===== src/rtl/riscv_dmi_arbiter_if.sv =====
// rtl/riscv_dmi_arbiter_if.sv - DMI requester/DM bundle shared by the arbiter and its environment
//
// Purpose: groups the requester-side (s_*) and DM-side (m_*) handshake buses of
// riscv_dmi_arbiter. Signal suffixes are from the arbiter's point of view.
//   slave  modport: the arbiter itself (s_req_*_i / m_resp_*_i in, s_resp_*_o / m_req_*_o out)
//   master modport: the surrounding requesters and Debug Module
// Per-requester request fields are packed, slice i = [i*W +: W].
interface riscv_dmi_arbiter_if #(
   parameter int N_REQ  = 2,
   parameter int ADDR_W = 7,
   parameter int DATA_W = 32,
   parameter int OP_W   = 2
);
   logic [N_REQ-1:0]        s_req_valid_i;
   logic [N_REQ-1:0]        s_req_ready_o;
   logic [N_REQ*ADDR_W-1:0] s_req_addr_i;
   logic [N_REQ*DATA_W-1:0] s_req_data_i;
   logic [N_REQ*OP_W-1:0]   s_req_op_i;
   logic [N_REQ-1:0]        s_resp_valid_o;
   logic [N_REQ-1:0]        s_resp_ready_i;
   logic [DATA_W-1:0]       s_resp_data_o;
   logic [OP_W-1:0]         s_resp_op_o;
   logic                    m_req_valid_o;
   logic                    m_req_ready_i;
   logic [ADDR_W-1:0]       m_req_addr_o;
   logic [DATA_W-1:0]       m_req_data_o;
   logic [OP_W-1:0]         m_req_op_o;
   logic                    m_resp_valid_i;
   logic                    m_resp_ready_o;
   logic [DATA_W-1:0]       m_resp_data_i;
   logic [OP_W-1:0]         m_resp_op_i;

   modport slave (
      input  s_req_valid_i, s_req_addr_i, s_req_data_i, s_req_op_i, s_resp_ready_i,
      input  m_req_ready_i, m_resp_valid_i, m_resp_data_i, m_resp_op_i,
      output s_req_ready_o, s_resp_valid_o, s_resp_data_o, s_resp_op_o,
      output m_req_valid_o, m_req_addr_o, m_req_data_o, m_req_op_o, m_resp_ready_o
   );

   modport master (
      output s_req_valid_i, s_req_addr_i, s_req_data_i, s_req_op_i, s_resp_ready_i,
      output m_req_ready_i, m_resp_valid_i, m_resp_data_i, m_resp_op_i,
      input  s_req_ready_o, s_resp_valid_o, s_resp_data_o, s_resp_op_o,
      input  m_req_valid_o, m_req_addr_o, m_req_data_o, m_req_op_o, m_resp_ready_o
   );
endinterface


===== src/rtl/riscv_dmi_arbiter.sv =====
// rtl/riscv_dmi_arbiter.sv - round-robin arbiter sharing one DMI port between N requesters
//
// Purpose: one transaction outstanding at a time; response routed back to the owner;
// a silent DM produces a failed (op=2) response after TIMEOUT_CYCLES in WAIT, and the
// late DM response is then drained and discarded.
// Ports:
//   clk_i       DM-side clock
//   trst_i      asynchronous active-high reset
//   bus         riscv_dmi_arbiter_if.slave: requester and DM handshake buses
//   grant_idx_o current/last owner
//   busy_o      arbiter not idle
//   timeout_o   sticky timeout flag, cleared only by trst_i
module riscv_dmi_arbiter #(
   parameter int N_REQ          = 2,
   parameter int ADDR_W         = 7,
   parameter int DATA_W         = 32,
   parameter int OP_W           = 2,
   parameter int TIMEOUT_CYCLES = 1024
) (
   input  logic                     clk_i,
   input  logic                     trst_i,
   riscv_dmi_arbiter_if.slave       bus,
   output logic [$clog2(N_REQ)-1:0] grant_idx_o,
   output logic                     busy_o,
   output logic                     timeout_o
);
   localparam int GNT_W = $clog2(N_REQ);
   localparam int CNT_W = (TIMEOUT_CYCLES > 1) ? $clog2(TIMEOUT_CYCLES) : 1;
   localparam bit TO_EN = (TIMEOUT_CYCLES != 0);
   // Counter value seen in the last WAIT cycle before the timeout fires.
   localparam logic [CNT_W-1:0] TO_LAST = CNT_W'(TIMEOUT_CYCLES - 1);

   typedef enum logic [2:0] {ST_IDLE, ST_ISSUE, ST_WAIT, ST_RESP, ST_DRAIN} state_t;

   state_t              state_q, state_d;
   logic [GNT_W-1:0]    gnt_q, last_q;
   logic [ADDR_W-1:0]   req_addr_q;
   logic [DATA_W-1:0]   req_data_q, rsp_data_q;
   logic [OP_W-1:0]     req_op_q, rsp_op_q;
   logic [CNT_W-1:0]    cnt_q;
   logic                drain_q, timeout_q;

   logic                win_found;
   logic [GNT_W-1:0]    win_idx, cand;
   logic [N_REQ-1:0]    req_ready, resp_valid;
   logic                m_valid, m_rready;
   logic                take_req, issue_done, resp_take, timeout_hit, resp_done, drain_done;

   // Round-robin search starting just after the last owner, wrapping.
   always_comb begin
      win_found = 1'b0;
      win_idx   = '0;
      cand      = '0;
      for (int k = 1; k <= N_REQ; k++) begin
         cand = GNT_W'((int'(last_q) + k) % N_REQ);
         if (!win_found && bus.s_req_valid_i[cand]) begin
            win_found = 1'b1;
            win_idx   = cand;
         end
      end
   end

   always_comb begin
      state_d     = state_q;
      req_ready   = '0;
      resp_valid  = '0;
      m_valid     = 1'b0;
      m_rready    = 1'b0;
      take_req    = 1'b0;
      issue_done  = 1'b0;
      resp_take   = 1'b0;
      timeout_hit = 1'b0;
      resp_done   = 1'b0;
      drain_done  = 1'b0;
      case (state_q)
         ST_IDLE: begin
            // Gated by reset so no ready escapes while trst_i is held.
            if (win_found && !trst_i) begin
               req_ready[win_idx] = 1'b1;
               take_req           = 1'b1;
               state_d            = ST_ISSUE;
            end
         end
         ST_ISSUE: begin
            m_valid = 1'b1;
            if (bus.m_req_ready_i) begin
               issue_done = 1'b1;
               state_d    = ST_WAIT;
            end
         end
         ST_WAIT: begin
            m_rready = 1'b1;
            // A response landing on the terminal count wins over the timeout.
            if (bus.m_resp_valid_i) begin
               resp_take = 1'b1;
               state_d   = ST_RESP;
            end else if (TO_EN && cnt_q == TO_LAST) begin
               timeout_hit = 1'b1;
               state_d     = ST_RESP;
            end
         end
         ST_RESP: begin
            resp_valid[gnt_q] = 1'b1;
            if (bus.s_resp_ready_i[gnt_q]) begin
               resp_done = 1'b1;
               state_d   = drain_q ? ST_DRAIN : ST_IDLE;
            end
         end
         ST_DRAIN: begin
            // The DM still owes a response to the timed-out request; swallow it.
            m_rready = 1'b1;
            if (bus.m_resp_valid_i) begin
               drain_done = 1'b1;
               state_d    = ST_IDLE;
            end
         end
         default: state_d = ST_IDLE;
      endcase
   end

   always_ff @(posedge clk_i or posedge trst_i) begin
      if (trst_i) begin
         state_q <= ST_IDLE;
      end else begin
         state_q <= state_d;
      end
   end

   always_ff @(posedge clk_i or posedge trst_i) begin
      if (trst_i) begin
         gnt_q      <= '0;
         last_q     <= GNT_W'(N_REQ - 1);
         req_addr_q <= '0;
         req_data_q <= '0;
         req_op_q   <= '0;
         rsp_data_q <= '0;
         rsp_op_q   <= '0;
         cnt_q      <= '0;
         drain_q    <= 1'b0;
         timeout_q  <= 1'b0;
      end else begin
         if (take_req) begin
            gnt_q      <= win_idx;
            req_addr_q <= bus.s_req_addr_i[win_idx*ADDR_W +: ADDR_W];
            req_data_q <= bus.s_req_data_i[win_idx*DATA_W +: DATA_W];
            req_op_q   <= bus.s_req_op_i[win_idx*OP_W +: OP_W];
         end
         if (issue_done) begin
            cnt_q <= '0;
         end else if (state_q == ST_WAIT) begin
            cnt_q <= cnt_q + 1'b1;
         end
         if (resp_take) begin
            rsp_data_q <= bus.m_resp_data_i;
            rsp_op_q   <= bus.m_resp_op_i;
         end else if (timeout_hit) begin
            rsp_data_q <= '0;
            rsp_op_q   <= OP_W'(2);
            drain_q    <= 1'b1;
            timeout_q  <= 1'b1;
         end
         if (resp_done) begin
            last_q <= gnt_q;
         end
         if (drain_done) begin
            drain_q <= 1'b0;
         end
      end
   end

   assign bus.s_req_ready_o  = req_ready;
   assign bus.s_resp_valid_o = resp_valid;
   assign bus.s_resp_data_o  = rsp_data_q;
   assign bus.s_resp_op_o    = rsp_op_q;
   assign bus.m_req_valid_o  = m_valid;
   assign bus.m_req_addr_o   = req_addr_q;
   assign bus.m_req_data_o   = req_data_q;
   assign bus.m_req_op_o     = req_op_q;
   assign bus.m_resp_ready_o = m_rready;
   assign grant_idx_o        = gnt_q;
   assign busy_o             = (state_q != ST_IDLE);
   assign timeout_o          = timeout_q;
endmodule

===== src/flat_wrapper.sv =====
// flat-port wrapper written by rule: the top's interface ports become plain ports
module riscv_dmi_arbiter_flat 
#(
   parameter int N_REQ          = 2,
   parameter int ADDR_W         = 7,
   parameter int DATA_W         = 32,
   parameter int OP_W           = 2,
   parameter int TIMEOUT_CYCLES = 1024
)
  (clk_i, trst_i, grant_idx_o, busy_o, timeout_o, bus_s_req_valid_i, bus_s_req_addr_i, bus_s_req_data_i, bus_s_req_op_i, bus_s_resp_ready_i, bus_m_req_ready_i, bus_m_resp_valid_i, bus_m_resp_data_i, bus_m_resp_op_i, bus_s_req_ready_o, bus_s_resp_valid_o, bus_s_resp_data_o, bus_s_resp_op_o, bus_m_req_valid_o, bus_m_req_addr_o, bus_m_req_data_o, bus_m_req_op_o, bus_m_resp_ready_o);
  riscv_dmi_arbiter_if #(.N_REQ(N_REQ), .ADDR_W(ADDR_W), .DATA_W(DATA_W), .OP_W(OP_W)) bus_i ();
  input  logic clk_i;
  input  logic trst_i;
  output logic [$clog2(N_REQ)-1:0] grant_idx_o;
  output logic busy_o;
  output logic timeout_o;
  input wire logic [$bits(bus_i.s_req_valid_i)-1:0] bus_s_req_valid_i;
  input wire logic [$bits(bus_i.s_req_addr_i)-1:0] bus_s_req_addr_i;
  input wire logic [$bits(bus_i.s_req_data_i)-1:0] bus_s_req_data_i;
  input wire logic [$bits(bus_i.s_req_op_i)-1:0] bus_s_req_op_i;
  input wire logic [$bits(bus_i.s_resp_ready_i)-1:0] bus_s_resp_ready_i;
  input wire logic [$bits(bus_i.m_req_ready_i)-1:0] bus_m_req_ready_i;
  input wire logic [$bits(bus_i.m_resp_valid_i)-1:0] bus_m_resp_valid_i;
  input wire logic [$bits(bus_i.m_resp_data_i)-1:0] bus_m_resp_data_i;
  input wire logic [$bits(bus_i.m_resp_op_i)-1:0] bus_m_resp_op_i;
  output wire logic [$bits(bus_i.s_req_ready_o)-1:0] bus_s_req_ready_o;
  output wire logic [$bits(bus_i.s_resp_valid_o)-1:0] bus_s_resp_valid_o;
  output wire logic [$bits(bus_i.s_resp_data_o)-1:0] bus_s_resp_data_o;
  output wire logic [$bits(bus_i.s_resp_op_o)-1:0] bus_s_resp_op_o;
  output wire logic [$bits(bus_i.m_req_valid_o)-1:0] bus_m_req_valid_o;
  output wire logic [$bits(bus_i.m_req_addr_o)-1:0] bus_m_req_addr_o;
  output wire logic [$bits(bus_i.m_req_data_o)-1:0] bus_m_req_data_o;
  output wire logic [$bits(bus_i.m_req_op_o)-1:0] bus_m_req_op_o;
  output wire logic [$bits(bus_i.m_resp_ready_o)-1:0] bus_m_resp_ready_o;
  assign bus_i.s_req_valid_i = bus_s_req_valid_i;
  assign bus_i.s_req_addr_i = bus_s_req_addr_i;
  assign bus_i.s_req_data_i = bus_s_req_data_i;
  assign bus_i.s_req_op_i = bus_s_req_op_i;
  assign bus_i.s_resp_ready_i = bus_s_resp_ready_i;
  assign bus_i.m_req_ready_i = bus_m_req_ready_i;
  assign bus_i.m_resp_valid_i = bus_m_resp_valid_i;
  assign bus_i.m_resp_data_i = bus_m_resp_data_i;
  assign bus_i.m_resp_op_i = bus_m_resp_op_i;
  assign bus_s_req_ready_o = bus_i.s_req_ready_o;
  assign bus_s_resp_valid_o = bus_i.s_resp_valid_o;
  assign bus_s_resp_data_o = bus_i.s_resp_data_o;
  assign bus_s_resp_op_o = bus_i.s_resp_op_o;
  assign bus_m_req_valid_o = bus_i.m_req_valid_o;
  assign bus_m_req_addr_o = bus_i.m_req_addr_o;
  assign bus_m_req_data_o = bus_i.m_req_data_o;
  assign bus_m_req_op_o = bus_i.m_req_op_o;
  assign bus_m_resp_ready_o = bus_i.m_resp_ready_o;
  riscv_dmi_arbiter #(.N_REQ(N_REQ), .ADDR_W(ADDR_W), .DATA_W(DATA_W), .OP_W(OP_W), .TIMEOUT_CYCLES(TIMEOUT_CYCLES)) u_core (.clk_i(clk_i), .trst_i(trst_i), .bus(bus_i), .grant_idx_o(grant_idx_o), .busy_o(busy_o), .timeout_o(timeout_o));
endmodule

===== config.mk =====
export PLATFORM = sky130hd
export DESIGN_NAME = riscv_dmi_arbiter_flat
export DESIGN_NICKNAME = d
export VERILOG_FILES = /design/src/rtl/riscv_dmi_arbiter_if.sv /design/src/rtl/riscv_dmi_arbiter.sv /design/src/flat_wrapper.sv
export SDC_FILE = /design/constraint.sdc
export NUM_CORES = 1
export LEC_CHECK = 0
export CAP_MARGIN = 20
export CELL_PAD_IN_SITES_DETAIL_PLACEMENT = 1
export CELL_PAD_IN_SITES_GLOBAL_PLACEMENT = 2
export CORE_ASPECT_RATIO = 1.2
export CORE_MARGIN = 2
export CORE_UTILIZATION = 23
export CTS_CLUSTER_SIZE = 24
export DETAILED_ROUTE_END_ITERATION = 16
export PLACE_DENSITY = 0.81
export SETUP_SLACK_MARGIN = 0.3
export SLEW_MARGIN = 15
export SYNTH_ARGS = -nofsm -noshare
export SYNTH_HDL_FRONTEND = slang
export SYNTH_SLANG_ARGS = --single-unit

===== constraint.sdc =====
create_clock -name clk_i -period 3.4 [get_ports clk_i]
set_clock_uncertainty 0.15 [all_clocks]
set_input_delay 0.51 -clock clk_i [delete_from_list [all_inputs] [get_ports clk_i]]
set_output_delay 0.51 -clock clk_i [all_outputs]
set_load 0.1 [all_outputs]

[Word-level counts from Yosys, hierarchy flattened]
Index checks and enable logic that the tools add are counted.
Operators by class
  order comparisons: 6
  multiplexer cells: 48
  shift-type cells: 3
  multiply operators: 1
  reduce and logical (&&, ||, !) cells: 15
  $add $sub $neg: 3
  equal/unequal tests: 11
  bitwise operators: 1
Operators by type and width (count)
  $mux W32: 2
  $shiftx A64 B7 Y32: 1
  $mux W1: 29
  $mux W3: 7
  $mux W10: 2
  $pmux W3 S5: 1
  $shiftx A14 B5 Y7: 1
  $add A10 B1 Y10 const B: 1
  $eq A10 B10 Y1 const B: 1
  $mux W2: 5
  $lt A1 B2 Y1 const B: 4
  $eq A3 B2 Y1 const B: 2
  $ne A2 B2 Y1 const B: 3
  $reduce_bool A2 Y1: 3
  $reduce_and A5 Y1: 1
  $logic_and A1 B1 Y1: 4
  $mul A1 B3 Y4 const B: 1
  $ne A2 B1 Y1 const B: 2
  $reduce_and A2 Y1: 2
  $shiftx A4 B3 Y2: 1
  $eq A3 B1 Y1 const B: 1
  $eq A3 B3 Y1 const B: 1
  $logic_not A3 Y1: 1
  $ne A3 B2 Y1 const B: 1
  other kinds (7): 11
Storage, ports and cells
  output and inout bits: 84
  word-level logic and storage cells: 99
  flip-flop bits (word level): 92
  input bits: 124

[Logic depth before layout (Yosys ltp)]
Gate-level depths: netlist of the first run.
  depth in word-level cells: 13
  gate-level depth with buffers: 7
  mapped depth without buffers: 5

[Worst setup path after synthesis of the first run]
Ideal clock, no wire load.
  path kind: register to output
  start point: register u_core.state_q[2]
  end point: output bus_s_req_ready_o[0]
  arrival: 3.189 ns
  slack: -0.449 ns
  data required time: 2.740 ns
  cell stages (with the launch flop): 4
  path through: dfrtp_1 -> buf_6 -> or3_4 -> nor3_1
On the way
  cells in the longest elaborated chain, start to end: 2
RTL lines
  from (decl): line riscv_dmi_arbiter.sv:35  | state_t state_q, state_d;
  from (signal assigned): line riscv_dmi_arbiter.sv:125  | state_q <= state_d;
  $logic_not A3 Y1: line riscv_dmi_arbiter.sv:75  | case (state_q)
  $mux W2: line riscv_dmi_arbiter.sv:75
  to (decl): line flat_wrapper.sv:26  | output wire logic [$bits(bus_i.s_req_ready_o)-1:0] bus_s_req_ready_o;
Every way passes these cells.

[Final worst setup path of the first run]
  start point: input bus_s_req_valid_i[1]
  end point: output bus_s_req_ready_o[1]
On the way
  cells in the longest elaborated chain, start to end: 12
  elaborated cells between the ends (all ways): 18
  classes of those cells: order compare: 2; mux: 12; reduce/logical: 4
RTL lines
  from (decl): line flat_wrapper.sv:17  | input wire logic [$bits(bus_i.s_req_valid_i)-1:0] bus_s_req_valid_i;
  $mux W1 (not written as such) (2 in a row): line riscv_dmi_arbiter.sv:56  | if (!win_found && bus.s_req_valid_i[cand]) begin
  $mux W1: line riscv_dmi_arbiter.sv:56
  $logic_not A1 Y1: line riscv_dmi_arbiter.sv:56
  $logic_and A1 B1 Y1: line riscv_dmi_arbiter.sv:56
  $mux W1: line riscv_dmi_arbiter.sv:56
  $lt A1 B2 Y1 (not written as such) / $ge A1 B1 Y1 (equally long branches): line riscv_dmi_arbiter.sv:79  | req_ready[win_idx] = 1'b1;
  $logic_and A1 B1 Y1 (not written as such): line riscv_dmi_arbiter.sv:79
  $mux W1 (not written as such): line riscv_dmi_arbiter.sv:79
  $demux W1 S1
  $mux W2 *: line riscv_dmi_arbiter.sv:78  | if (win_found && !trst_i) begin
  $mux W2 *: line riscv_dmi_arbiter.sv:75
Mark *: on every way between the ends. The rest lies on a longest branch, timed or not. The select of a mux whose other input is x is not followed.

==> run_results.csv, run 1 <==
group,metric,value,unit
run_status,status,"complete, no violations",
clock_network,clock_tree.root_cell,"clkbuf_16",
layout,multi_input_area,1630,µm²
layout,area_growth,61.4,%
die,num_rows,53,
drt,remaining_drc_errors,0,
yosys,seq_area_frac_synth,0.563,
drt,firstDrtPassIters,4,
sta,finalSetupViolations,0,
job,cap_violations,0,
setup_path,cp.required,2.74,ns
yosys,ys_ff_latch,92,
layout,design_area,6610,µm²
clock_network,cts_buffers,9,
yosys,synthArstFlopShare,1.00,
sta,worst_pin_slew,1.00,ns
layout,finalCoreUtilization,0.378,
yosys,synthCells,365,
yosys,yosysUniqueCellTypes,43,
clock_network,holdBufCountCts,0,
hold_path,min_path_type,"flip-flop to flip-flop",
die,start_util,0.234,
sta,min_period_over_period,0.775,
drt,routed_wirelength,13.0,mm
sta,relSlewSlack,0.330,
yosys,syn-num-nets,490,
yosys,synthFlopType,"dfrtp_1",
grt,grt_util_all_layers,0.137,
sta,fin_hold_ws,0.331,ns
sta,maxSlewViolCount,0,
grt,first_global_vias,3925,
sta,fmax,379,MHz
die,die-area,18900,µm²
clock_network,clk_path_buf_depth,2,
yosys,synth_common_cells,"dfrtp_1 (91), nor2_1 (56), a21oi_1 (48), mux2i_1 (42), a22o_1 (34)",
layout,seq_area,2300,µm²
setup_path,start_kind,"input pin",
place,dpl_cell_area,6330,µm²
clock_network,cts_sinks,92,
layout,drive_above_1_share,0.100,
clock_network,clock_latency,0.34,ns
drt,antenna_left,0,
yosys,yosysMostFrequentCell,"dfrtp_1",
setup_path,worstSetupPathType,"input pin to output pin",
grt,grt_max_degree,84,
layout,diodes,0,
drt,post_drt_wl_per_cell,16.5,µm
die,die_w,126,µm
yosys,synth_edf_count,0,
clock_network,cts.clk_slew.worst_paths,0.06,ns
grt,grt_pass1_wl,20.6,mm
die,core-area,17500,µm²
drt,first_iter_violations,126,
yosys,synth_top_area_frac,0.556,
die,ios,208,
place,port_buffers,207,
sta,fin_tns_setup,0,ns
clock_network,htree_levels,3,
yosys,ys_warn_count,0,
sta,hold_viol,0,
place,place_congestion,0.744,
layout,nets,688,
sta,rsz0062_at_grt,"false",
setup_path,cp.arrival,1.98,ns
place,dpl.hpwl,9.85,mm
drt,dr_total_vias,3567,
setup_path,critPathCaptureType,"output pin",
clock_network,cts_tree,"yes",
setup_path,cp_max_fo,12,
yosys,synthTopCellsByArea,"dfrtp_1 (56%), mux2i_1 (10%), a22o_1 (7.3%), a21oi_1 (5.9%), nor2_1 (5.1%)",
yosys,syn_avg_cell_area,11.2,µm²
grt,overflow,0,
drt,via_per_inst,4.53,
yosys,synth.cell_area,4090,µm²
die,die_h,150,µm
grt,antenna_found_initial,0,
clock_network,postCtsSetupBuffers,0,
sta,layout_min_cycle_time,2.64,ns
layout,fill_cells,1965,
clock_network,postCtsResizedCells,0,
yosys,synth_top_cell_by_area,"dfrtp_1",
-- metal layers --
metal  global-route usage  part of all wire  routed length (µm)
met5                    0                 0                   0
met3               0.0444             0.079                1030
met1                0.164              0.42                5450
met4               0.0511             0.013                 165
met2                0.229              0.49                6340
-- cell type report --
type | count | share of cell area
Tap cell | 220 | 0.0417
Sequential cell | 92 | 0.349
Inverter | 6 | 0.00379
Multi-Input combinational cell | 240 | 0.246
Clock inverter | 4 | 0.00492
Timing Repair Buffer | 214 | 0.318
Clock buffer | 12 | 0.0373
-- per-stage QoR --
step                setup slack [ns]  cells
detailed placement             0.606    772
CTS                            0.772    788
floorplan                      0.350    365
global placement               0.698    772
finish                         0.764    788
global route                   0.711    788
-- cell families (layout without fill, tap and decap cells) --
kind of cell / count (synthesis) / count (layout) / share of synthesized area
AO/OA/AOI/OAI: 94 / 94 / 0.153
XOR/XNOR: 9 / 9 / 0.0193
adder cells (fa/ha/maj): 1 / 1 / 0.00306
buffers and inverters: 33 / 236 / 0.0452
flip-flops: 92 / 92 / 0.563
multiplexers: 43 / 43 / 0.105
AND/OR/NAND/NOR: 93 / 93 / 0.112
-- final timing paths --
| path | start | endpoint | slack [ns] | cells past startpoint |
|---|---|---|---|---|
| max | bus_s_req_valid_i[1] | bus_s_req_ready_o[1] | 0.76 | 4 |
| min | u_core.timeout_o | u_core.timeout_o | 0.33 | 1 |
| max reg2reg | u_core.state_q[2] | u_core.grant_idx_o | 1.04 | 4 |
| min reg2reg | u_core.timeout_o | u_core.timeout_o | 0.33 | 1 |
| max in group asynchronous | trst_i | u_core.bus.m_req_data_o[9] | 1.92 | 3 |
| min in group asynchronous | trst_i | u_core.bus.m_req_addr_o[1] | 0.47 | 2 |
-- cell usage in the layout (no fill, tap or decap), types with 2 or more instances in the layout --
cell and n:
nand3_1 3, clkbuf_1 2, inv_1 5, nor2_1 56, clkinvlp_4 2, mux2i_1 42
or3_1 3, buf_12 3, xnor2_1 8, a22o_1 34, nor2b_1 2, dfrtp_1 91
and2_1 4, nand2_1 7, clkdlybuf4s50_1 182, o21ai_0 3, nor3_1 5, clkbuf_16 9
buf_4 29, a21oi_1 48
-- worst max-delay path, stage by stage --
cell,delay (ns)
clkdlybuf4s50_1,0.50
a21boi_4,0.52
and2_1,0.26
buf_12,0.18
-- sequential cells by signal, summed over array words and instances, names as in the netlist --
name / flops
u_core.bus.m_req_data_o: 32
u_core.bus.s_resp_data_o: 32
u_core.cnt_q: 10
u_core.bus.m_req_addr_o: 7
u_core.state_q: 3
u_core.bus.m_req_op_o: 2
u_core.bus.s_resp_op_o: 2
u_core.drain_q: 1
u_core.grant_idx_o: 1
u_core.last_q: 1
u_core.timeout_o: 1
Power of run 1 is not shown: default switching activity piles up to over one toggle a cycle in this logic, so the estimate is an artifact.
==> run 2: changes to the inputs <==
Clock period 3.4 ns to 2.6 ns, I/O delays scaled along.
==> run 2 against run 1 <==
  * Die area stayed put
  * Core utilization grew 0.064 points
  * Hold slack got worse by 0.014 ns
  * Register-to-register slack worse by 0.48 ns
  * Critical endpoint unchanged
  * Clock-buffer cell count down 3
  * First-iteration DRC count rose by 21%
  * Flip-flop and latch count stayed put
==> run_results.csv, run 2 (synthesis results as in run 1) <==
group,metric,value,unit
sta,rsz0062_at_grt,"false",
sta,hold_viol,0,
grt,grt_pass1_wl,20.6,mm
grt,grt_util_all_layers,0.137,
drt,remaining_drc_errors,0,
clock_network,cts_tree,"yes",
place,dpl.hpwl,9.96,mm
clock_network,clock_latency,0.35,ns
drt,routed_wirelength,13.2,mm
grt,antenna_found_initial,0,
die,die_w,126,µm
layout,diodes,0,
place,port_buffers,207,
die,num_rows,53,
layout,fill_cells,1954,
layout,nets,697,
clock_network,cts_sinks,92,
job,cap_violations,0,
die,start_util,0.234,
sta,fin_hold_ws,0.317,ns
grt,grt_max_degree,49,
layout,final_cell_mix,"clkdlybuf4s50_1 (123), buf_4 (93), dfrtp_1 (88), nor2_1 (55), a21oi_1 (48)",
layout,finalCoreUtilization,0.378,
layout,layout_commonest_cell,"clkdlybuf4s50_1",
setup_path,cp.required,2.06,ns
run_status,status,"complete, no violations",
clock_network,cts.clk_slew.worst_paths,0.07,ns
layout,drive_above_1_share,0.232,
die,ios,208,
sta,worst_pin_slew,0.571,ns
setup_path,cp.arrival,1.67,ns
clock_network,htree_levels,3,
place,dpl_cell_area,6270,µm²
layout,area_growth,61.7,%
drt,post_drt_wl_per_cell,16.5,µm
layout,seq_area,2310,µm²
sta,fmax,452,MHz
sta,finalSetupViolations,0,
drt,firstDrtPassIters,4,
layout,design_area,6620,µm²
sta,maxSlewViolCount,0,
grt,overflow,0,
clock_network,clk_path_buf_depth,2,
grt,first_global_vias,3913,
sta,layout_min_cycle_time,2.21,ns
layout,multi_input_area,1650,µm²
setup_path,cp_max_fo,7,
die,die_h,150,µm
layout,stdcell_count,797,
clock_network,clock_tree.root_cell,"clkbuf_16",
setup_path,critPathCaptureType,"output pin",
sta,min_period_over_period,0.852,
clock_network,cts_buffers,9,
drt,dr_total_vias,3637,
setup_path,worstSetupPathType,"flip-flop to output pin",
setup_path,start_kind,"flip-flop",
die,core-area,17500,µm²
place,dp.cells,775,
drt,via_per_inst,4.56,
die,die-area,18900,µm²
clock_network,holdBufCountCts,0,
drt,first_iter_violations,153,
hold_path,min_path_type,"input pin to async pin",
place,place_congestion,0.761,
drt,antenna_left,0,
sta,relSlewSlack,0.618,
-- run 2: layer usage --
metal / vias up / share of wire / global-route usage
met5: - / 0 / 0
met4: 0 / 0.019 / 0.0538
met3: 16 / 0.073 / 0.0366
met2: 146 / 0.48 / 0.231
met1: 1769 / 0.42 / 0.168
li1: 1706 / - / -
-- run 2: final cells by class --
cell class | count | share of cell area
sequential | 92 | 0.349
tap | 220 | 0.0416
timing repair buffer | 223 | 0.313
clock inverter | 7 | 0.0106
clock buffer | 9 | 0.0340
multi-input combinational | 240 | 0.249
inverter | 6 | 0.00397
-- run 2: worst paths after layout --
kind                                    from                           to  slack (ns)  cells past startpoint
setup / recovery           u_core.state_q[2]         bus_s_req_ready_o[1]        0.39                      4
hold / removal                        trst_i     u_core.bus.m_req_op_o[1]        0.32                      2
setup reg to reg             u_core.cnt_q[4]  u_core.bus.s_resp_data_o[5]        0.56                      5
hold reg to reg             u_core.timeout_o             u_core.timeout_o        0.32                      1
max in group asynchronous             trst_i                u_core.last_q        1.34                      3
min in group clk_i          u_core.timeout_o             u_core.timeout_o        0.32                      1
-- run 2: critical path, stage by stage, from the launching register on --
cell     delay (ns)
dfrtp_2        0.45
or3_4          0.43
nor2_4         0.11
and2_4         0.16
buf_12         0.16
-- run 2: repair_timing --
| item | 4_1_cts | 5_1_grt |
|---|---|---|
| setup endpoints to repair | 2 | 2 |
| cloned | 0 | 0 |
| gates resized for setup | 4 | 0 |
| buffers inserted | 2 | 4 |
-- run 2: metrics by stage --
| stage | setup WS [ns] | TNS (ns) |
|---|---|---|
| after global placement | 0.326 | 0 |
| after global routing | 0.318 | 0 |
| after floorplan | -0.239 | -0.239 |
| final | 0.386 | 0 |
| after detailed placement | 0.298 | 0 |
| after CTS | 0.303 | 0 |
Power of run 2 is left out for the same reason.
